--- config.mk ---
export PLATFORM = sky130hd
export DESIGN_NAME = i281_code_loader
export DESIGN_NICKNAME = d
export VERILOG_FILES = /design/src/rtl/i281_pkg.sv /design/src/rtl/i281_code_loader.sv
export SDC_FILE = /design/constraint.sdc
export NUM_CORES = 1
export LEC_CHECK = 0
export BUFFER_PORTS_ARGS = -buffer_cell sky130_fd_sc_hd__buf_2
export CAP_MARGIN = 20
export CORE_UTILIZATION = 40
export DETAILED_ROUTE_END_ITERATION = 16
export GPL_ROUTABILITY_DRIVEN = 0
export PLACE_DENSITY = 0.88
export SYNTH_ARGS = -nofsm -noshare
export SYNTH_HDL_FRONTEND = slang
export SYNTH_SLANG_ARGS = --single-unit
--- constraint.sdc ---
create_clock -name Clock -period 2 [get_ports Clock]
set_clock_uncertainty 0.05 [all_clocks]
set_input_delay 0.1 -clock Clock [delete_from_list [all_inputs] [get_ports Clock]]
set_output_delay 0.1 -clock Clock [all_outputs]
set_load 0.02 [all_outputs]
--- src/rtl/i281_pkg.sv ---
// Shared i281 constants and the code-loader state encoding.
// The width constants are also used by the bank ROM images and the IMem.
package i281_pkg;

  localparam int I281_DATA_W    = 16;
  localparam int I281_ADDR_W    = 4;
  localparam int I281_NUM_WORDS = 2 ** I281_ADDR_W;
  localparam int I281_BANK_W    = 2;

  typedef enum logic [2:0] {
    LD_IDLE   = 3'd0,
    LD_FILL   = 3'd1,
    LD_VERIFY = 3'd2,
    LD_DONE   = 3'd3,
    LD_ERROR  = 3'd4
  } loader_state_t;

  // True while the loader owns the IMem write/readback path.
  function automatic logic loader_busy(input loader_state_t st);
    return (st == LD_FILL) || (st == LD_VERIFY);
  endfunction

endpackage

--- src/rtl/i281_code_loader.sv ---
// i281 program loader: copies one constant ROM bank into the writable
// instruction memory, optionally reads it back to verify, and keeps the
// CPU stalled from the cycle after a load is accepted until it completes.
module i281_code_loader
  import i281_pkg::*;
#(
  parameter int DATA_W    = I281_DATA_W,
  parameter int ADDR_W    = I281_ADDR_W,
  parameter int BANK_W    = I281_BANK_W,
  parameter bit VERIFY_EN = 1'b1
) (
  input  logic              Clock,
  input  logic              Reset_n,
  input  logic              Load_Start,
  input  logic [BANK_W-1:0] Bank_Sel,
  output logic [BANK_W-1:0] Rom_Bank,
  output logic [ADDR_W-1:0] Rom_Addr,
  input  logic [DATA_W-1:0] Rom_Data,
  output logic              IMem_WrEn,
  output logic [ADDR_W-1:0] IMem_Addr,
  output logic [DATA_W-1:0] IMem_WrData,
  input  logic [DATA_W-1:0] IMem_RdData,
  output logic              Cpu_Hold,
  output logic              Load_Busy,
  output logic              Load_Done,
  output logic              Load_Err,
  output logic [ADDR_W-1:0] Err_Addr
);

  localparam logic [ADDR_W-1:0] LAST_ADDR = '1;

  loader_state_t     r_state;
  loader_state_t     w_state_nxt;
  logic [ADDR_W-1:0] r_cnt;
  logic [ADDR_W-1:0] w_cnt_nxt;
  logic [BANK_W-1:0] r_bank;
  logic [BANK_W-1:0] w_bank_nxt;
  logic [ADDR_W-1:0] r_err_addr;
  logic [ADDR_W-1:0] w_err_addr_nxt;
  logic              w_last;
  logic              w_mismatch;

  assign w_last     = (r_cnt == LAST_ADDR);
  assign w_mismatch = (IMem_RdData != Rom_Data);

  // Next-state, counter, bank latch and error-address decisions.
  always_comb begin
    w_state_nxt    = r_state;
    w_cnt_nxt      = r_cnt;
    w_bank_nxt     = r_bank;
    w_err_addr_nxt = r_err_addr;
    case (r_state)
      LD_IDLE, LD_ERROR: begin
        // A new start (also the only way out of ERROR) relatches the bank
        // and wipes any previous error report.
        if (Load_Start) begin
          w_bank_nxt     = Bank_Sel;
          w_cnt_nxt      = '0;
          w_err_addr_nxt = '0;
          w_state_nxt    = LD_FILL;
        end
      end
      LD_FILL: begin
        // Counter wraps naturally to 0 after the last word, ready for readback.
        w_cnt_nxt = r_cnt + ADDR_W'(1);
        if (w_last) begin
          if (VERIFY_EN) w_state_nxt = LD_VERIFY;
          else           w_state_nxt = LD_DONE;
        end
      end
      LD_VERIFY: begin
        if (w_mismatch) begin
          // Stop at the first bad word; later words are not examined.
          w_err_addr_nxt = r_cnt;
          w_cnt_nxt      = '0;
          w_state_nxt    = LD_ERROR;
        end else begin
          w_cnt_nxt = r_cnt + ADDR_W'(1);
          if (w_last) w_state_nxt = LD_DONE;
        end
      end
      LD_DONE: begin
        w_state_nxt = LD_IDLE;
      end
      default: begin
        w_state_nxt = LD_IDLE;
        w_cnt_nxt   = '0;
      end
    endcase
  end

  // State, word counter, latched bank and error address registers.
  always_ff @(posedge Clock) begin
    if (!Reset_n) begin
      r_state    <= LD_IDLE;
      r_cnt      <= '0;
      r_bank     <= '0;
      r_err_addr <= '0;
    end else begin
      r_state    <= w_state_nxt;
      r_cnt      <= w_cnt_nxt;
      r_bank     <= w_bank_nxt;
      r_err_addr <= w_err_addr_nxt;
    end
  end

  // Outputs decode straight from registers, so Cpu_Hold is glitch-free and
  // rises exactly one cycle after the start is accepted.
  always_comb begin
    Rom_Bank    = r_bank;
    Rom_Addr    = r_cnt;
    IMem_Addr   = r_cnt;
    IMem_WrEn   = (r_state == LD_FILL);
    IMem_WrData = (r_state == LD_FILL) ? Rom_Data : '0;
    Cpu_Hold    = (r_state != LD_IDLE);
    Load_Busy   = loader_busy(r_state);
    Load_Done   = (r_state == LD_DONE);
    Load_Err    = (r_state == LD_ERROR);
    Err_Addr    = (r_state == LD_ERROR) ? r_err_addr : '0;
  end

endmodule
; ---- Yosys cells after proc, flatten, opt, wreduce, memory -nomap -nowiden
; Cells that the tools add are included.
[word_totals]
regBits = 13
output_inout_bits = 35
wordCells = 37
[op_classes]
eq_ne = 10
n_reduce_logical = 9
muxes = 12
addsub = 1
bitwise_logic = 1
[op_table]
columns = cell, count
row1 = 2-to-1 mux 16 bit, 1
row2 = 2-to-1 mux 4 bit, 4
row3 = inequality test 16 bit, 1
row4 = case mux 4 bit (4 select lines), 1
row5 = 2-to-1 mux 3 bit, 4
row6 = case mux 3 bit (3 select lines), 1
row7 = case mux 4 bit (2 select lines), 1
row8 = "== test 3 x 2 -> 1 bit, second input constant", 2
row9 = AND reduction 3 bit, 2
row10 = "adder 4 x 1 -> 4 bit, second input constant", 1
row11 = "== test 4 bit, second input constant", 1
row12 = "inequality test 2 bit, second input constant", 2
row13 = AND reduction 2 bit, 2
row14 = "== test 3 x 1 -> 1 bit, second input constant", 1
row15 = "== test 3 bit, second input constant", 1
row16 = zero test 3 bit, 1
row17 = "inequality test 3 bit, second input constant", 1
row18 = nonzero test 3 bit, 1
row19 = "inequality test 2 x 1 -> 1 bit, second input constant", 1
row20 = nonzero test 2 bit, 1
row21 = OR reduction 2 bit, 1
row22 = logical OR 1 bit, 1
row23 = inverter 1 bit, 1

; ---- Depth between registers and ports, before layout
[depth]
word_depth = 4
depth_mapped = 6
depth_no_buf = 5

; ---- Least setup slack after synthesis
; Ideal clock, no wire load.
[synth_path]
kind = flip-flop to output port
from = register r_state[0]
to = output IMem_WrData[10]
n_path_buf = 1
arrival_ns = 1.467
slack_ns = 0.383
required_time_ns = 1.850
stages_incl_launch_ff = 6
cell_sequence = dfxtp_1 nand2b_1 or2_2 inv_1 clkbuf_1 and2_1
[synth_between]
elab_chain_len = 2
[synth_rtl]
columns = item, line_no
row1 = "start, declared", i281_code_loader.sv:32  ; loader_state_t r_state;
row2 = "start signal, assigned", i281_code_loader.sv:100  ; r_state <= w_state_nxt;
row3 = == test 3 x 1 -> 1 bit, -
row4 = via IMem_WrEn, i281_code_loader.sv:19  ; output logic IMem_WrEn,
row5 = 2-to-1 mux 16 bit, i281_code_loader.sv:114  ; IMem_WrData = (r_state == LD_FILL) ? Rom_Data : '0;
row6 = "end, declared", i281_code_loader.sv:21  ; output logic [DATA_W-1:0] IMem_WrData,
; The timed path passes the listed nets, and every way through them passes these cells.

; ---- Worst setup path in the final report
[layout_path]
from = register r_state[1]
to = output IMem_WrData[15]
[layout_between]
elab_chain_len = 2
[layout_rtl]
columns = item, line_no
row1 = == test 3 x 1 -> 1 bit, i281_code_loader.sv:114
row2 = 2-to-1 mux 16 bit, i281_code_loader.sv:114
; No other way between the ends.

==> results.py <==
metrics = {
    "routing": {
        "wire_per_inst_um": 11.3,
        "drc": 0,
        "drtIter0Drc": 15,
        "vias": 1160,
        "first_pass_iters": 4,
        "viasPerCell": 5.13,
        "drtAntennaViolNets": 0,
        "drt-total-wl_mm": 2.56,
    },
    "die": {
        "die_h_um": 51.9,
        "row_count": 17,
        "die_area_um2": 2690,
        "num_io_pins": 72,
        "start_util_pct": 43.7,
        "core_area_um2": 2280,
        "fp.dieW_um": 51.9,
    },
    "status": {
        "outcome": "finished clean",
    },
    "sta": {
        "finalSetupViolCount": 0,
        "drv_slew": 0,
        "hold_viol": 0,
        "timing.fmax_mhz": 534,
        "fin_crit_sh_pct": 93.6,
        "worstMarginPinSlew_ps": 411,
        "post-route-min-period_ps": 1870,
        "tns_ps": 0,
        "maxSlewHeadroom_pct": 72.5,
        "grt_setup_unrepaired": "no",
    },
    "min_path": {
        "worstHoldPathType": "input pin to register",
        "min_from": "Bank_Sel[0]",
        "hold-path-endpoint": "Rom_Bank[0]",
        "hold_depth": 3,
    },
    "power_and_ir_drop": {
        "p_leak_nw": 0.715,
        "ir_worst_vdd_v": 0.000299,
        "power-per-cell-area_nw_per_um2": 468,
    },
    "worst_setup_path": {
        "worst_r2r_endpoint": "IMem_Addr[3]",
        "arrival_ps": 1720,
        "crit_path_max_fanout": 20,
        "critPathKind": "register to primary output",
        "rrSetupSlack_ps": 310,
        "end_kind": "primary output",
        "critPathSlowestCell": "dfxtp_1",
        "crit_required_ps": 1850,
        "ff2ff_path_depth": 5,
        "crit_path_max_incr_delay_ps": 370,
        "crit_path_start_kind": "register",
        "reg2reg_from": "r_state[2]",
        "path_cells": "nand2b_1, or2_2, clkinvlp_4, and2_1, buf_2",
    },
    "logic_synthesis": {
        "synth_cells": 131,
        "synth_edf_count": 0,
        "ys_async_sr_fraction_pct": 0,
        "synth_top_area_share_pct": 26.2,
        "yosys.area_share.simple_pct": 37.2,
        "yosys_register_bits": 13,
        "yosysMostFrequentCell": "and2_1",
        "synth_top_cell_by_area": "dfxtp_1",
        "synthAdderAreaFrac_pct": 1.26,
        "synth_top_family_by_area": "simple AND/OR/NAND/NOR gates",
        "synth_cell_types": 30,
        "avgSynthCellArea_um2": 7.59,
        "syn-cell-area_um2": 995,
        "syn_nets": 169,
        "yosys.area_share.xor_xnor_pct": 14.1,
        "synthMuxAreaShare_pct": 2.01,
        "synth-compound-area-share_pct": 13.1,
        "ys_warn_count": 0,
        "ys_seq_area_share_pct": 26.2,
        "synth_common_cells": "19 x and2_1, 16 x xor2_1, 13 x dfxtp_1, 10 x a21oi_1",
        "synth_area_leaders": "dfxtp_1 26%, xor2_1 14%, and2_1 12%",
        "synthFlopType": "dfxtp_1",
    },
    "grt": {
        "grt_pass1_wl_mm": 4.21,
        "grt_util_all_layers_pct": 20.5,
        "grt_overflow": 0,
        "grt_max_degree": 21,
        "antenna_found_initial": 0,
        "grt_pass1_vias": 1054,
    },
    "clock_network": {
        "max-clock-path-buffers": 2,
        "h-tree-depth": 1,
        "tritoncts": "yes",
        "cts_buffers": 3,
        "cts_sinks": 13,
        "clk_pin_slew_ps": 90,
        "cts_hold_buf": 0,
        "clock_latency_ps": 290,
        "root_buffer": "clkbuf_4",
    },
    "cells_and_area": {
        "area_growth_pct": 38.1,
        "final_layout_size_suffix_gt1_share_pct": 40.4,
        "instances_no_fill": 226,
        "diodes": 0,
        "fin_nets": 237,
    },
    "placement": {
        "dp_cells": 222,
        "numPortBuffers": 71,
        "hpwlAfterDp_mm": 2.03,
    },
    "run": {
        "timing.max_cap.violations": 0,
    },
}
flip-flops by register name, indices dropped and copies added, names as in the netlist:
register and count:
r_state 3, r_err_addr 4, IMem_Addr 4, Rom_Bank 2
stage by stage:
step | area (um2) | utilization [%] | setup WS (ps) | total power, mW | hold WS (ps)
floorplan | 995 | - | 383 | 0.401 | 196
global placement | 1340 | 59.0 | 351 | 0.479 | 285
detailed placement | 1340 | 59.0 | 295 | 0.483 | 296
CTS | 1370 | 60.3 | 103 | 0.649 | 10.4
global route | 1370 | 60.4 | 31.6 | 0.677 | 33.2
finish | 1370 | 60.4 | 128 | 0.643 | 16.1
routing by layer:
layer	up-vias	part of all wire, %	global-route usage (%)
met5	-	0	0
met4	0	1.6	6.76
met3	5	9.1	4.09
met2	64	48	38.0
met1	508	41	22.8
li1	583	-	-
critical path, delay by kind of cell (launching register included):
| family | cells | cell delay, ps |
|---|---|---|
| buf+inv | 2 | 380 |
| simple gates | 3 | 680 |
| flops | 1 | 370 |
placed cells by master (no fill, tap or decap), drive strengths merged:
cell type	Yosys	final
ha	1	1
nor2b	5	5
a21oi	10	10
clkinv	1	1
xor2	16	16
clkinvlp	0	1
a22oi	1	1
nor2	7	7
nand3b	1	1
mux2i	2	2
or3	3	3
nand4	1	1
nand3	7	7
clkbuf	4	4
nor3	2	2
and4	1	1
a21boi	1	1
and3	5	5
nand2b	3	3
dfxtp	13	13
or2	1	1
o21ai	6	6
inv	2	1
and2	19	19
a211oi	3	3
nand2	5	5
nor4	4	4
o22ai	2	2
buf	5	72
worst max path at each step:
stage | depth (start not counted) | end | start
6_report | 5 | IMem_WrData[15] | r_state[1]
3_5_place_dp | 5 | IMem_WrData[15] | r_state[0]
5_1_grt | 5 | IMem_WrData[9] | r_state[1]
4_1_cts | 5 | IMem_WrData[15] | r_state[0]
2_1_floorplan | 5 | IMem_WrData[10] | r_state[0]
3_3_place_gp | 5 | IMem_WrData[4] | r_state[0]
final cells by class:
type	instances	area, um2
timing repair buffer	72	363
multi-input combinational	106	673
inverter	3	15.0
clock buffer	4	26.3
fill	213	902
sequential	13	262
tap	28	35.0
repair_timing:
item | CTS | global route
pin swaps | 0 | 0
setup buffers | 0 | 0
endpoints found under the setup margin | 16 | 1
resized for setup | 1 | 1
power breakdown:
part	internal, mW	switching [mW]	leakage [nW]
Combinational	0.0855	0.117	0.594
Sequential	0.266	0.00922	0.106
Clock	0.0775	0.0880	0.0150
Total	0.429	0.214	0.715
cells by family after synthesis:
| kind of cell | Yosys count |
|---|---|
| AND/OR/NAND/NOR | 64 |
| AO/OA/AOI/OAI | 23 |
| XOR/XNOR | 16 |
| flip-flops | 13 |
| buffers and inverters | 12 |
| multiplexers | 2 |
| adder cells (fa/ha/maj) | 1 |
No activity file was read; power rests on OpenSTA's default activity.
